===== src/rtl/rv_div_pkg.sv =====
// Shared definitions for the RV32M iterative divider: op encodings, FSM states, counter width.
package rv_div_pkg;

    localparam int DIV_K     = 32;
    localparam int DIV_CNT_W = $clog2(DIV_K);

    typedef enum logic [1:0] {
        OP_DIV  = 2'b00,
        OP_DIVU = 2'b01,
        OP_REM  = 2'b10,
        OP_REMU = 2'b11
    } div_op_e;

    typedef enum logic [1:0] {
        IDLE = 2'b00,
        CALC = 2'b01,
        FIX  = 2'b10,
        DONE = 2'b11
    } div_state_e;

    function automatic logic op_is_signed(input div_op_e op);
        return (op == OP_DIV) || (op == OP_REM);
    endfunction

    function automatic logic op_is_rem(input div_op_e op);
        return (op == OP_REM) || (op == OP_REMU);
    endfunction

endpackage


===== src/rtl/div_cond_neg.sv =====
// Combinational conditional two's-complement negate: dout = neg ? -din : din.
module div_cond_neg #(
    parameter int k = 32
) (
    input  logic [k-1:0] din,
    input  logic         neg,
    output logic [k-1:0] dout
);

    always_comb begin
        dout = neg ? (~din + 1'b1) : din;
    end

endmodule


===== src/rtl/rv_iter_divider.sv =====
// RV32M DIV/DIVU/REM/REMU unit: restoring division, one quotient bit per cycle.
// Build option DIV_ZERO_FAST_EN: a zero divisor skips the iteration phase entirely.
module rv_iter_divider
    import rv_div_pkg::*;
#(
    parameter int k = DIV_K
) (
    input  logic         clk,
    input  logic         rst,
    input  logic         start,
    input  logic         flush,
    input  logic [1:0]   op,
    input  logic [k-1:0] Rs1,
    input  logic [k-1:0] Rs2,
    input  logic [4:0]   Rd_Address_in,
    output logic         ready,
    output logic         busy,
    output logic [k-1:0] Rd,
    output logic [4:0]   Rd_Address,
    output logic         write_enable
);

    localparam logic [DIV_CNT_W-1:0] CNT_LAST = DIV_CNT_W'(k - 1);

    div_state_e           state_q, state_d;
    div_op_e              op_q, op_d;
    logic [4:0]           addr_q, addr_d;
    logic [k-1:0]         rem_q, rem_d;
    logic [k-1:0]         quo_q, quo_d;
    logic [k-1:0]         dvs_q, dvs_d;
    logic [DIV_CNT_W-1:0] cnt_q, cnt_d;
    logic                 neg_quo_q, neg_quo_d;
    logic                 neg_rem_q, neg_rem_d;
    logic                 div0_q, div0_d;
    logic [k-1:0]         rd_q, rd_d;
    logic [4:0]           rd_addr_q, rd_addr_d;

    div_op_e      op_in;
    logic         s1, s2;
    logic [k-1:0] abs1, abs2;
    logic [k-1:0] fix_in, fix_out;
    logic         fix_neg;
    logic [k:0]   rem_sh;
    logic         take;
    logic [k-1:0] diff;

    assign op_in = div_op_e'(op);
    assign s1    = op_is_signed(op_in) & Rs1[k-1];
    assign s2    = op_is_signed(op_in) & Rs2[k-1];

    div_cond_neg #(.k(k)) u_abs_rs1 (.din(Rs1), .neg(s1), .dout(abs1));
    div_cond_neg #(.k(k)) u_abs_rs2 (.din(Rs2), .neg(s2), .dout(abs2));

    assign fix_in  = op_is_rem(op_q) ? rem_q : quo_q;
    assign fix_neg = op_is_rem(op_q) ? neg_rem_q : neg_quo_q;

    div_cond_neg #(.k(k)) u_sign_fix (.din(fix_in), .neg(fix_neg), .dout(fix_out));

    // Trial subtract: a k+1-bit compare, but the difference always fits in k bits.
    assign rem_sh = {rem_q, quo_q[k-1]};
    assign take   = (rem_sh >= {1'b0, dvs_q});
    assign diff   = rem_sh[k-1:0] - dvs_q;

    assign ready        = (state_q == IDLE);
    assign busy         = ~ready;
    assign Rd           = rd_q;
    assign Rd_Address   = rd_addr_q;

    always_comb begin
        state_d      = state_q;
        op_d         = op_q;
        addr_d       = addr_q;
        rem_d        = rem_q;
        quo_d        = quo_q;
        dvs_d        = dvs_q;
        cnt_d        = cnt_q;
        neg_quo_d    = neg_quo_q;
        neg_rem_d    = neg_rem_q;
        div0_d       = div0_q;
        rd_d         = rd_q;
        rd_addr_d    = rd_addr_q;
        write_enable = 1'b0;

        case (state_q)
            IDLE: begin
                if (start && !flush) begin
                    op_d      = op_in;
                    addr_d    = Rd_Address_in;
                    rem_d     = '0;
                    quo_d     = abs1;
                    dvs_d     = abs2;
                    neg_quo_d = s1 ^ s2;
                    neg_rem_d = s1;
                    div0_d    = (Rs2 == '0);
                    cnt_d     = '0;
                    state_d   = CALC;
`ifdef DIV_ZERO_FAST_EN
                    // Preload |Rs1| as the remainder so the sign fix reproduces Rs1 for REM.
                    if (Rs2 == '0) begin
                        rem_d   = abs1;
                        state_d = FIX;
                    end
`endif
                end
            end
            CALC: begin
                if (flush) begin
                    state_d = IDLE;
                end else begin
                    rem_d = take ? diff : rem_sh[k-1:0];
                    quo_d = {quo_q[k-2:0], take};
                    cnt_d = cnt_q + 1'b1;
                    if (cnt_q == CNT_LAST) begin
                        state_d = FIX;
                    end
                end
            end
            FIX: begin
                if (flush) begin
                    state_d = IDLE;
                end else begin
                    // REM by zero already yields Rs1 through the datapath; only DIV needs overriding.
                    rd_d      = (div0_q && !op_is_rem(op_q)) ? '1 : fix_out;
                    rd_addr_d = addr_q;
                    state_d   = DONE;
                end
            end
            DONE: begin
                write_enable = ~flush;
                state_d      = IDLE;
            end
            default: state_d = IDLE;
        endcase
    end

    always_ff @(posedge clk or negedge rst) begin
        if (!rst) begin
            state_q   <= IDLE;
            op_q      <= OP_DIV;
            addr_q    <= '0;
            rem_q     <= '0;
            quo_q     <= '0;
            dvs_q     <= '0;
            cnt_q     <= '0;
            neg_quo_q <= 1'b0;
            neg_rem_q <= 1'b0;
            div0_q    <= 1'b0;
            rd_q      <= '0;
            rd_addr_q <= '0;
        end else begin
            state_q   <= state_d;
            op_q      <= op_d;
            addr_q    <= addr_d;
            rem_q     <= rem_d;
            quo_q     <= quo_d;
            dvs_q     <= dvs_d;
            cnt_q     <= cnt_d;
            neg_quo_q <= neg_quo_d;
            neg_rem_q <= neg_rem_d;
            div0_q    <= div0_d;
            rd_q      <= rd_d;
            rd_addr_q <= rd_addr_d;
        end
    end

endmodule

===== config.mk =====
export PLATFORM = sky130hd
export DESIGN_NAME = rv_iter_divider
export DESIGN_NICKNAME = d
export VERILOG_FILES = /design/src/rtl/rv_div_pkg.sv /design/src/rtl/div_cond_neg.sv /design/src/rtl/rv_iter_divider.sv
export SDC_FILE = /design/constraint.sdc
export NUM_CORES = 1
export LEC_CHECK = 0
export CAP_MARGIN = 20
export CORE_MARGIN = 2
export CORE_UTILIZATION = 58
export CTS_BUF_LIST = sky130_fd_sc_hd__clkbuf_16
export DETAILED_ROUTE_END_ITERATION = 16
export GPL_TIMING_DRIVEN = 0
export PLACE_DENSITY = 0.82
export SLEW_MARGIN = 20
export SYNTH_ARGS = -nofsm -noshare
export SYNTH_HDL_FRONTEND = slang
export SYNTH_SLANG_ARGS = --single-unit

===== constraint.sdc =====
create_clock -name clk -period 3.88 [get_ports clk]
set_clock_uncertainty 0.15 [all_clocks]
set_input_delay 0.582 -clock clk [delete_from_list [all_inputs] [get_ports clk]]
set_output_delay 0.582 -clock clk [all_outputs]
set_load 0.005 [all_outputs]

Word-level counts from Yosys, hierarchy flattened. Index checks and enable logic that the tools add are counted.

Add/sub/neg operators: 5. Magnitude comparators: 1. Mux-type cells: 22. Reduce and logical (&&, ||, !) cells: 14. Bitwise logic cells: 8. Equal/unequal tests: 10.

Operator list (number): $mux 32 (10); $pmux 32 s2 (2); $add 32x1->32 const B (3); $not 32->32 (3); $ge 33x32->1 (1); $logic_not 32->1 (1); $sub 32x32->32 (1); $eq 2x2->1 const B (5); $mux 5 (2); $pmux 5 s2 (1); $mux 2 (4); $pmux 2 s4 (1); $reduce_and 2->1 (3); $add 5x1->5 const B (1); $eq 5x5->1 const B (1); $logic_not 2->1 (2); $ne 3x3->1 const B (1); $reduce_and 3->1 (1); $and 1x1->1 (2); $eq 2x1->1 const B (1); $logic_and 1x1->1 (2); $logic_not 1->1 (2); $logic_or 1x1->1 (2); $mux 1 (2); 5 further kinds (6).

Input port bits: 75. Output and inout port bits: 40. Flip-flop bits (word level): 150. Word-level logic and storage cells: 72.

Logic depth before layout (Yosys ltp). Gate-level depths: netlist of the first run.

Depth in word-level cells: 7. Depth in mapped cells: 14. Gate-level depth less buffers: 11.

Modules after synthesis. From an unflattened synthesis of the first run, not the netlist that was laid out.

Cells, all modules: 1281. Area, all modules: 11003.1 um2.

By module, submodules not included: rv_iter_divider (instances 1, area an instance 8672.1 um2, cells each 984, seq. area each 3728.6 um2); div_cond_neg (instances 3, area an instance 777.0 um2, cells each 99, seq. area each 0.0 um2).

Worst setup path after synthesis of the first run. Ideal clock, no wire load.

Path kind: register -> register. From: reg op_q[1]. To: reg rd_q[28], in the netlist Rd[28]. Arrival: 3243 ps. Data required time: 3609 ps. Clock period less this slack: 3515 ps. Path slack: 365 ps. Library setup time: 121 ps. Cell stages (with the launch flop): 15. Path buffers: 5. Cells stage by stage: dfrtp_1 buf_6 buf_2 buf_4 buf_4 buf_2 mux2i_1 ha_1 o221ai_1 or4_4 nor3_4 nand2_2 o31ai_2 xor2_1 o22a_1.

Cells in the longest elaborated chain, start to end: 7. Elaborated cells on any way between the ends: 11. Classes of those cells: add/sub (1); eq/ne (2); mux (4); bitwise (1); reduce/logical (3).

Ends and longest elaborated chain: from (decl) (line rv_iter_divider.sv:26) `div_op_e op_q, op_d;`; from (signal assigned) (line rv_iter_divider.sv:152) `op_q <= op_d;`; $eq 2x2->1 (line rv_div_pkg.sv:26) `return (op == OP_REM) || (op == OP_REMU);`; $logic_or 1x1->1 (*) (line rv_div_pkg.sv:26); $mux 32 (line rv_iter_divider.sv:54) `assign fix_in = op_is_rem(op_q) ? rem_q : quo_q;`; $not 32->32 (line div_cond_neg.sv:11) `dout = neg ? (~din + 1'b1) : din;`; $add 32x1->32 (line div_cond_neg.sv:11); $mux 32 (line div_cond_neg.sv:11); $mux 32 (*) (line rv_iter_divider.sv:123) `rd_d = (div0_q && !op_is_rem(op_q)) ? '1 : fix_out;`; to (signal assigned) (line rv_iter_divider.sv:161) `rd_q <= rd_d;`; to (decl) (line rv_iter_divider.sv:35) `logic [k-1:0] rd_q, rd_d;`.

Mark *: on every way between the ends. The rest lies on a longest branch, timed or not. A chain may end at the register's enable or synchronous reset.

Final worst setup path of the first run.
From: reg op_q[1]. To: reg rd_q[24], in the netlist Rd[24].

Same word-level chain as after synthesis.

==> results of run 1 <==
[metrics by stage]
stage	utilization, %	total power, W
global route	70.2	0.00880
detailed placement	66.8	0.00647
global placement	66.6	0.00640
CTS	70.2	0.00817
finish	70.2	0.00823
floorplan	-	0.00531
[area by class of cell]
type,count,area share (%)
multi-input combinational,987,50.1
inverter,57,1.70
timing repair buffer,115,9.34
clock buffer,17,3.38
tap,229,2.28
buffer,58,2.12
sequential,149,29.7
clock inverter,15,1.36
[state kept, by name, indices dropped and copies added (netlist names), 2 cells and up]
register	count
quo_q	32
cnt_q	5
state_q	2
dvs_q	32
rem_q	32
Rd	32
Rd_Address	5
addr_q	5
[cells in the mapped netlist (all sizes together) (5+ instances only)]
master / instances
o41ai: 5
nand3: 14
nand2b: 11
inv: 57
a32oi: 8
nor3: 35
dfrtp: 149
nor2b: 14
o31ai: 16
ha: 37
a31oi: 9
xnor2: 55
or4: 7
mux2i: 42
a211oi: 8
buf: 16
or3: 12
o221ai: 5
nor4: 10
mux2: 14
o211ai: 6
a21o: 13
nor3b: 10
clkbuf: 44
nand4: 8
xor2: 52
o21a: 9
nand2: 154
o22a: 9
o21ai: 129
a21oi: 132
nor2: 116
[critical path, stage by stage, from the launching register on]
cell and delay (ns):
dfrtp_1 0.40, buf_6 0.24, buf_4 0.24, buf_6 0.26, mux2i_2 0.31, ha_1 0.23, o221ai_1 0.24, or4_4 0.62
nor3_4 0.18, nand2_2 0.13, o21ai_1 0.21, xor2_1 0.20, o22a_1 0.15
[kinds of logic after synthesis]
kind of cell	count (synthesis)
AOI/OAI and AO/OA	378
xor gates and xnor gates	107
muxes	56
adders and majority gates	38
and+or+nand+nor	408
DFF	149
buffers and inverters	117
[what timing repair did]
action,in CTS,in global routing
pin swaps,0,0
endpoints found under the setup margin,8,6
hold endpoints to repair,45,0
resized for setup,2,0
hold buffers,1,0
[report_power, final]
part	switching, W	internal (W)	leakage, nW	total, W
sequential	0.000471	0.00190	1.85	0.00237
clock	0.000713	0.000962	0.279	0.00167
combinational	0.00241	0.00177	3.23	0.00419
[final timing paths]
| path | to | slack (ns) | cells past startpoint |
|---|---|---|---|
| setup / recovery | Rd[24]$_DFFE_PN0P_ | 0.24 | 12 |
| hold / removal | addr_q[3]$_DFFE_PN0P_ | 0.32 | 2 |
| setup reg to reg | Rd[24]$_DFFE_PN0P_ | 0.24 | 12 |
| hold reg to reg | addr_q[3]$_DFFE_PN0P_ | 0.32 | 2 |
| max in group asynchronous | dvs_q[17]$_DFFE_PN0P_ | 2.31 | 3 |
| min in group asynchronous | Rd[2]$_DFFE_PN0P_ | 0.48 | 2 |
[per-layer routing]
metal	wire [um]	vias to the layer above	GRT usage (%)	share of wire, %
met2	14400	377	54.6	49
met3	1690	67	3.90	5.7
met4	935	0	11.7	3.1
met5	0	-	0	0
li1	-	4718	-	-
met1	12700	4573	40.0	43
==> report_table.html, run 1 <==
<table>
<tr><th>Metric</th><th>Value</th></tr>
<tr><th colspan="2">Status</th></tr>
<tr><td>Status</td><td>finished, final reports clean</td></tr>
<tr><th colspan="2">Placement</th></tr>
<tr><td>Number of placed instances, taps included</td><td>1596</td></tr>
<tr><td>Count of input and output buffers</td><td>113</td></tr>
<tr><td>Post-placement cell area</td><td>12000 um2</td></tr>
<tr><td>Routability congestion estimate</td><td>0.972</td></tr>
<tr><td>Hpwl dp</td><td>23400 um</td></tr>
<tr><td>Dpl ws</td><td>-0.348 ns</td></tr>
<tr><th colspan="2">Synthesis</th></tr>
<tr><td>Dominant register cell in the synthesized netlist</td><td>dfrtp_1</td></tr>
<tr><td>Yosys warns</td><td>0</td></tr>
<tr><td>Top-area cell type share of the netlist area</td><td>35.5%</td></tr>
<tr><td>Area fraction in and, or, nand and nor cells after synthesis</td><td>19.1%</td></tr>
<tr><td>Syn_area_per_cell</td><td>8.39 um2</td></tr>
<tr><td>Cell Area, Synth</td><td>10500 um2</td></tr>
<tr><td>Number of register bits inferred by synthesis</td><td>149</td></tr>
<tr><td>Dominant combinational cell family by area after synthesis</td><td>compound AO/OA/AOI/OAI gates</td></tr>
<tr><td>Sequential area share after synthesis</td><td>35.5%</td></tr>
<tr><td>Net count of the mapped netlist</td><td>1366</td></tr>
<tr><td>EDFF count, synth</td><td>0</td></tr>
<tr><td>Cells taking the most area after synthesis</td><td>dfrtp_1 (35%), a21oi_1 (6.3%), o21ai_0 (5.6%), nand2_1 (5.4%), xnor2_1 (4.6%)</td></tr>
<tr><td>Compound-Gate Fraction of Synth Area</td><td>21.7%</td></tr>
<tr><td>Mux cell area share after synthesis</td><td>5.62%</td></tr>
<tr><td>Largest area contributor in the netlist</td><td>dfrtp_1</td></tr>
<tr><td>XOR/XNOR Fraction of Synth Area</td><td>8.91%</td></tr>
<tr><td>Fraction of synthesis flops using an asynchronous set or reset pin</td><td>100%</td></tr>
<tr><td>Post-synth cell types</td><td>76</td></tr>
<tr><td>Post-synthesis adder-cell area fraction</td><td>4.59%</td></tr>
<tr><td>Gate count after technology mapping</td><td>1253</td></tr>
<tr><th colspan="2">Route</th></tr>
<tr><td>Via count</td><td>9735</td></tr>
<tr><td>Initial detailed-routing violation count</td><td>833</td></tr>
<tr><td>Wire length per cell after detailed routing</td><td>18.3 um</td></tr>
<tr><td>DRC violations left</td><td>0</td></tr>
<tr><td>Number of antenna-violating nets in the routed design</td><td>0</td></tr>
<tr><td>Total Routed Length</td><td>29700 um</td></tr>
<tr><td>Number of iterations in the first detailed-routing pass</td><td>7</td></tr>
<tr><td>Average via count per standard cell</td><td>5.98</td></tr>
<tr><th colspan="2">Floorplan</th></tr>
<tr><td>Die ar.</td><td>19200 um2</td></tr>
<tr><td>I/O pin cnt</td><td>115</td></tr>
<tr><td>Initial standard-cell utilization of the core</td><td>58.7%</td></tr>
<tr><td>Die extent in y</td><td>139 um</td></tr>
<tr><td>CORE AREA</td><td>17900 um2</td></tr>
<tr><td>Standard-cell row count</td><td>49</td></tr>
<tr><td>Die outline width</td><td>139 um</td></tr>
<tr><th colspan="2">Power</th></tr>
<tr><td>Static power due to leakage</td><td>5.36 nW</td></tr>
<tr><td>Maximum vdd ir drop</td><td>0.373 mV</td></tr>
<tr><td>Pwr per Cell Area</td><td>655 nW/um2</td></tr>
<tr><th colspan="2">Global routing</th></tr>
<tr><td>GRT Residual Overflow</td><td>0</td></tr>
<tr><td>Number of antenna violations at the first check in global routing</td><td>0</td></tr>
<tr><td>Global-route usage over all layers</td><td>31.3%</td></tr>
<tr><td>Number of global-route vias before repair</td><td>9389</td></tr>
<tr><td>First-pass GRT wire length</td><td>48200 um</td></tr>
<tr><td>Largest net degree at the start of global routing</td><td>105</td></tr>
<tr><th colspan="2">Setup path</th></tr>
<tr><td>Crit path kind</td><td>flip-flop to flip-flop</td></tr>
<tr><td>Setup crit start</td><td>op_q[1]$_DFFE_PN0P_</td></tr>
<tr><td>WP data required</td><td>4.10 ns</td></tr>
<tr><td>Startpoint type of the worst setup path</td><td>flip-flop</td></tr>
<tr><td>CP endpoint kind</td><td>flip-flop</td></tr>
<tr><td>Critical path arrival</td><td>3.86 ns</td></tr>
<tr><td>Max Fanout on Critical Path</td><td>19</td></tr>
<tr><td>RR Startpoint</td><td>op_q[1]$_DFFE_PN0P_</td></tr>
<tr><th colspan="2">Layout</th></tr>
<tr><td>Final Cell Area</td><td>12600 um2</td></tr>
<tr><td>Net count of the finished layout</td><td>1498</td></tr>
<tr><td>Share of layout cells above drive strength 1</td><td>6.44%</td></tr>
<tr><td>Diodes inserted</td><td>0</td></tr>
<tr><td>Highest-count cells in the layout ignoring fill and taps</td><td>nand2_1 (152), dfrtp_1 (149), a21oi_1 (132)</td></tr>
<tr><td>Multi-input gate area in the final layout</td><td>6300 um2</td></tr>
<tr><td>Commonest non-fill, non-tap cell in the layout</td><td>nand2_1</td></tr>
<tr><td>Area growth from synthesis to final layout</td><td>19.5%</td></tr>
<tr><td>Register cell area after layout</td><td>3730 um2</td></tr>
<tr><td>Non-filler instance count after layout</td><td>1627</td></tr>
<tr><td>Number of inserted filler cells in the final layout</td><td>1509</td></tr>
<tr><th colspan="2">Timing</th></tr>
<tr><td>Setup repair after global routing missed its margin</td><td>no</td></tr>
<tr><td>Number of hold-slack violations in the final timing report</td><td>0</td></tr>
<tr><td>Crit path time final</td><td>3.64 ns</td></tr>
<tr><td>Final count of pins violating max slew</td><td>0</td></tr>
<tr><td>Slew of the pin with the lowest slew margin</td><td>1.03 ns</td></tr>
<tr><td>Final setup margin</td><td>0.239 ns</td></tr>
<tr><td>Post-Route Hold Slack</td><td>0.321 ns</td></tr>
<tr><td>Maximum clock frequency</td><td>275 MHz</td></tr>
<tr><td>Period utilization</td><td>93.8%</td></tr>
<tr><td>Setup total negative slack</td><td>0 ns</td></tr>
<tr><td>Worst slew margin</td><td>29.5%</td></tr>
<tr><td>Final setup violation count</td><td>0</td></tr>
<tr><th colspan="2">CTS</th></tr>
<tr><td>TritonCTS clock tree</td><td>yes</td></tr>
<tr><td>Clock latency on the worst-skew pair</td><td>0.44 ns</td></tr>
<tr><td>Clock Sinks</td><td>149</td></tr>
<tr><td>CTS HTree Levels</td><td>4</td></tr>
<tr><td>Clock transition at the registers of the reported paths</td><td>0.07 ns</td></tr>
<tr><td>Total clock buffers created by CTS</td><td>17</td></tr>
<tr><td>Number of post-CTS setup repair buffers</td><td>0</td></tr>
<tr><td>Buffer depth of the longest clock path</td><td>2</td></tr>
<tr><td>Clock Root Buffer</td><td>clkbuf_16</td></tr>
<tr><th colspan="2">Worst hold path</th></tr>
<tr><td>Launch point of the worst hold path</td><td>addr_q[3]$_DFFE_PN0P_</td></tr>
<tr><td>Path class of the lowest-slack min-delay path</td><td>flip-flop to flip-flop</td></tr>
<tr><th colspan="2">Flow run</th></tr>
<tr><td>Number of maximum-capacitance constraint violations</td><td>0</td></tr>
</table>
Power figures use the tool's default switching activity.
==> run 2, diff against run 1 <==
Settings changed: HOLD_SLACK_MARGIN set to 0.15.
==> results of run 2 <==
Same layout as run 1: the final DEF is identical, and so are final timing and power.
==> run 3, diff against run 2 <==
Settings changed: PLACE_DENSITY 0.82 to 0.81, SYNTH_HIERARCHICAL set to 1.
==> report_table.html, run 3 <==
<table>
<tr><th>Metric</th><th>Value</th></tr>
<tr><th colspan="2">Global routing</th></tr>
<tr><td>First-pass GRT wire length</td><td>49800 um (+3.2%)</td></tr>
<tr><td>Number of global-route vias before repair</td><td>9594 (+2.2%)</td></tr>
<tr><td>GRT Residual Overflow</td><td>0 (unchanged)</td></tr>
<tr><td>Global-route usage over all layers</td><td>31.2% (-0.052 points)</td></tr>
<tr><td>Number of antenna violations at the first check in global routing</td><td>0 (unchanged)</td></tr>
<tr><td>Largest net degree at the start of global routing</td><td>88 (-16%)</td></tr>
<tr><th colspan="2">Timing</th></tr>
<tr><td>Number of hold-slack violations in the final timing report</td><td>0 (unchanged)</td></tr>
<tr><td>Crit path time final</td><td>3.53 ns (-0.116 ns)</td></tr>
<tr><td>Setup repair after global routing missed its margin</td><td>no</td></tr>
<tr><td>Maximum clock frequency</td><td>284 MHz (+3.3%)</td></tr>
<tr><td>Slew of the pin with the lowest slew margin</td><td>0.777 ns (-0.252 ns)</td></tr>
<tr><td>Worst slew margin</td><td>46.9% (+17 points)</td></tr>
<tr><td>Final count of pins violating max slew</td><td>0 (unchanged)</td></tr>
<tr><td>Period utilization</td><td>90.9% (-3.0 points)</td></tr>
<tr><td>Final setup violation count</td><td>0 (unchanged)</td></tr>
<tr><th colspan="2">Power</th></tr>
<tr><td>Part of the total power dissipated in the clock network</td><td>27.5% (+7.2 points)</td></tr>
<tr><td>Logic pwr share</td><td>38.8% (-12 points)</td></tr>
<tr><td>Net load switching power</td><td>0.00212 W (-41%)</td></tr>
<tr><td>Maximum vdd ir drop</td><td>0.335 mV (-10%)</td></tr>
<tr><td>Power share of the sequential group</td><td>33.7% (+4.9 points)</td></tr>
<tr><td>Pwr per Cell Area</td><td>448 nW/um2 (-32%)</td></tr>
<tr><td>Sw frac</td><td>36.4% (-7.4 points)</td></tr>
<tr><td>Cell-internal power</td><td>0.00371 W (-20%)</td></tr>
<tr><td>Static power due to leakage</td><td>5.34 nW (-0.27%)</td></tr>
<tr><th colspan="2">Setup path</th></tr>
<tr><td>CP endpoint kind</td><td>flip-flop</td></tr>
<tr><td>WP data required</td><td>4.02 ns (-0.08 ns)</td></tr>
<tr><td>Critical path arrival</td><td>3.67 ns (-0.19 ns)</td></tr>
<tr><td>Kind of cell adding the most delay to the critical path</td><td>simple AND/OR/NAND/NOR gates</td></tr>
<tr><td>Startpoint type of the worst setup path</td><td>flip-flop</td></tr>
<tr><td>Slowest CP cell</td><td>nor4_4</td></tr>
<tr><td>Delay contributed by the slowest stage of the critical path</td><td>0.61 ns (about the same)</td></tr>
<tr><td>Worst path bufs/invs</td><td>2 (-1)</td></tr>
<tr><td>Max Fanout on Critical Path</td><td>10 (-9)</td></tr>
<tr><td>Cell-by-cell trace of the critical path</td><td>clkbuf_1 -&gt; clkbuf_2 -&gt; mux2_2 -&gt; nor4_4 -&gt; nand4b_2 -&gt; o41ai_2 -&gt; xnor2_1 -&gt; nor2_1 -&gt; a21oi_1</td></tr>
<tr><td>Crit path kind</td><td>flip-flop to flip-flop</td></tr>
<tr><th colspan="2">Placement</th></tr>
<tr><td>Hpwl dp</td><td>23300 um (-0.40%)</td></tr>
<tr><td>Count of input and output buffers</td><td>113 (unchanged)</td></tr>
<tr><td>Routability congestion estimate</td><td>0.927 (-4.6%)</td></tr>
<tr><td>Post-placement cell area</td><td>12500 um2 (+4.2%)</td></tr>
<tr><td>Number of placed instances, taps included</td><td>1629 (+2.1%)</td></tr>
<tr><th colspan="2">Floorplan</th></tr>
<tr><td>Die extent in y</td><td>142 um (+2.2%)</td></tr>
<tr><td>Die ar.</td><td>20100 um2 (+4.5%)</td></tr>
<tr><td>Standard-cell row count</td><td>50 (+2.0%)</td></tr>
<tr><td>Initial standard-cell utilization of the core</td><td>59.0% (+0.29 points)</td></tr>
<tr><td>Die outline width</td><td>142 um (+2.2%)</td></tr>
<tr><td>I/O pin cnt</td><td>115 (unchanged)</td></tr>
<tr><td>CORE AREA</td><td>18600 um2 (+4.1%)</td></tr>
<tr><th colspan="2">CTS</th></tr>
<tr><td>Clock Root Buffer</td><td>clkbuf_16</td></tr>
<tr><td>TritonCTS clock tree</td><td>yes</td></tr>
<tr><td>Clock transition at the registers of the reported paths</td><td>0.06 ns (about the same)</td></tr>
<tr><td>CTS HTree Levels</td><td>4 (unchanged)</td></tr>
<tr><td>Total clock buffers created by CTS</td><td>17 (unchanged)</td></tr>
<tr><td>Number of post-CTS setup repair buffers</td><td>0 (unchanged)</td></tr>
<tr><td>Buffer depth of the longest clock path</td><td>2 (unchanged)</td></tr>
<tr><td>Clock latency on the worst-skew pair</td><td>0.43 ns (about the same)</td></tr>
<tr><td>Clock Sinks</td><td>149 (unchanged)</td></tr>
<tr><th colspan="2">Route</th></tr>
<tr><td>DRC violations left</td><td>0 (unchanged)</td></tr>
<tr><td>Via count</td><td>10100 (+3.7%)</td></tr>
<tr><td>Average via count per standard cell</td><td>6.08 (+1.6%)</td></tr>
<tr><td>Wire length per cell after detailed routing</td><td>18.5 um (+1.4%)</td></tr>
<tr><td>Total Routed Length</td><td>30700 um (+3.5%)</td></tr>
<tr><td>Number of iterations in the first detailed-routing pass</td><td>5 (-2)</td></tr>
<tr><td>Initial detailed-routing violation count</td><td>822 (-1.3%)</td></tr>
<tr><td>Number of antenna-violating nets in the routed design</td><td>0 (unchanged)</td></tr>
<tr><th colspan="2">Synthesis</th></tr>
<tr><td>Most frequent cells after synthesis</td><td>nand2_1 (206), dfrtp_1 (149), nor2_1 (118)</td></tr>
<tr><td>Cells taking the most area after synthesis</td><td>dfrtp_1 (34%), xnor2_1 (8.4%), nand2_1 (7.0%), o21ai_0 (4.5%), ha_1 (4.2%)</td></tr>
<tr><td>Cell Area, Synth</td><td>11000 um2 (+4.7%)</td></tr>
<tr><td>Number of register bits inferred by synthesis</td><td>149 (unchanged)</td></tr>
<tr><td>Largest area contributor in the netlist</td><td>dfrtp_1</td></tr>
<tr><td>Top-area cell type share of the netlist area</td><td>33.9% (-1.6 points)</td></tr>
<tr><td>Syn_area_per_cell</td><td>8.59 um2 (+2.4%)</td></tr>
<tr><td>Fraction of synthesis flops using an asynchronous set or reset pin</td><td>100% (unchanged)</td></tr>
<tr><td>Net count of the mapped netlist</td><td>1394 (+2.0%)</td></tr>
<tr><td>Dominant register cell in the synthesized netlist</td><td>dfrtp_1</td></tr>
<tr><td>Gate count after technology mapping</td><td>1281 (+2.2%)</td></tr>
<tr><td>EDFF count, synth</td><td>0 (unchanged)</td></tr>
<tr><td>Post-synth cell types</td><td>70 (-7.9%)</td></tr>
<tr><td>Sequential area share after synthesis</td><td>33.9% (-1.6 points)</td></tr>
<tr><td>Yosys warns</td><td>6 (+6)</td></tr>
<tr><td>Library cell with the highest instance count after synthesis</td><td>nand2_1</td></tr>
<tr><th colspan="2">Worst hold path</th></tr>
<tr><td>Path class of the lowest-slack min-delay path</td><td>flip-flop to flip-flop</td></tr>
<tr><th colspan="2">Layout</th></tr>
<tr><td>Area growth from synthesis to final layout</td><td>18.4%</td></tr>
<tr><td>Non-filler instance count after layout</td><td>1661 (+2.1%)</td></tr>
<tr><td>Diodes inserted</td><td>0 (unchanged)</td></tr>
<tr><td>Commonest non-fill, non-tap cell in the layout</td><td>nand2_1</td></tr>
<tr><td>Net count of the finished layout</td><td>1528 (+2.0%)</td></tr>
<tr><td>Final Cell Area</td><td>13000 um2 (+3.6%)</td></tr>
<tr><td>Share of layout cells above drive strength 1</td><td>9.53% (+3.1 points)</td></tr>
<tr><td>Highest-count cells in the layout ignoring fill and taps</td><td>nand2_1 (206), dfrtp_1 (149), nor2_1 (118)</td></tr>
<tr><th colspan="2">Status</th></tr>
<tr><td>Status</td><td>finished, final reports clean</td></tr>
<tr><th colspan="2">Flow run</th></tr>
<tr><td>Number of maximum-capacitance constraint violations</td><td>0 (unchanged)</td></tr>
</table>
==> run 3: cell types whose count changed in the layout (fill, tap and decap cells not counted), moves of 26 or more <==
| cell | previous run | this run |
|---|---|---|
| mux2_2 | 13 | 39 |
| xor2_1 | 52 | 12 |
| xnor2_1 | 55 | 106 |
| a21oi_1 | 132 | 60 |
| nand2_1 | 152 | 206 |
| a31oi_1 | 9 | 35 |
==> run 3: path summary, 6_finish.rpt <==
kind | startpoint | to | slack (ns) | cells past startpoint
max in group asynchronous | rst | rem_q[24]$_DFFE_PN0P_ | 2.18 | 3
max | op_q[1]$_DFFE_PN0P_ | Rd[31]$_DFFE_PN0P_ | 0.35 | 9
max reg2reg | op_q[1]$_DFFE_PN0P_ | Rd[31]$_DFFE_PN0P_ | 0.35 | 9
min reg2reg | addr_q[2]$_DFFE_PN0P_ | addr_q[2]$_DFFE_PN0P_ | 0.32 | 2
min | addr_q[2]$_DFFE_PN0P_ | addr_q[2]$_DFFE_PN0P_ | 0.32 | 2
min in group asynchronous | rst | quo_q[7]$_DFFE_PN0P_ | 0.62 | 2
==> run 3: cell families after synthesis <==
| kind of cell | count (synthesis) | share of synthesized area [%] |
|---|---|---|
| buffers and inverters | 117 | 5.00 |
| AO/OA/AOI/OAI | 307 | 18.4 |
| AND/OR/NAND/NOR | 483 | 22.2 |
| XOR/XNOR | 118 | 9.39 |
| adder cells (fa/ha/maj) | 38 | 4.39 |
| multiplexers | 69 | 6.72 |
| flip-flops | 149 | 33.9 |
==> run 3: tightest hold or removal path: stages, from the launching register on <==
cell and delay, ns:
dfrtp_1 0.34, nand2_1 0.05, nand2_1 0.05
==> run 3: cell type report <==
class / count / area, um2
Timing Repair Buffer: 115 / 1170
Clock inverter: 14 / 124
Inverter: 44 / 165
Multi-Input combinational cell: 1015 / 6730
Clock buffer: 17 / 425
Buffer: 73 / 387
Tap cell: 234 / 293
Sequential cell: 149 / 3730
Fill cell: 1492 / 5620
==> run 3: per-layer routing <==
layer,global-route usage (%),up-vias,wire length [um]
met2,49.1,404,14100
met3,4.66,64,2110
met1,43.9,4851,13600
met5,0,-,0
li1,-,4777,-
met4,11.6,0,901
==> run 3: metrics by stage <==
step	hold slack (ns)	total power [W]	worst slack (ns)	util (%)	setup TNS, ns
detailed placement	0.308	0.00420	0.297	66.9	0
floorplan	0.136	0.00354	0.816	-	0
CTS	0.323	0.00581	0.227	69.9	0
global route	0.352	0.00615	0.155	69.9	0
finish	0.323	0.00583	0.355	69.9	0
global placement	0.304	0.00415	-3.88	66.7	-576.00
==> run 3: power by group through the flow <==
stage,Combinational [W],Sequential (W),Clock [W]
4_1_cts,0.00224,0.00196,0.00160
5_1_grt,0.00248,0.00200,0.00167
6_report,0.00226,0.00197,0.00160
3_5_place_dp,0.00221,0.00199,0
2_1_floorplan,0.00159,0.00195,0
3_3_place_gp,0.00217,0.00198,0
==> run 3: what timing repair did <==
item                                    CTS  global route
endpoints found under the setup margin    0             2
resized for setup                         0             2
hold endpoints to repair                 86             0
hold buffers                              1             0
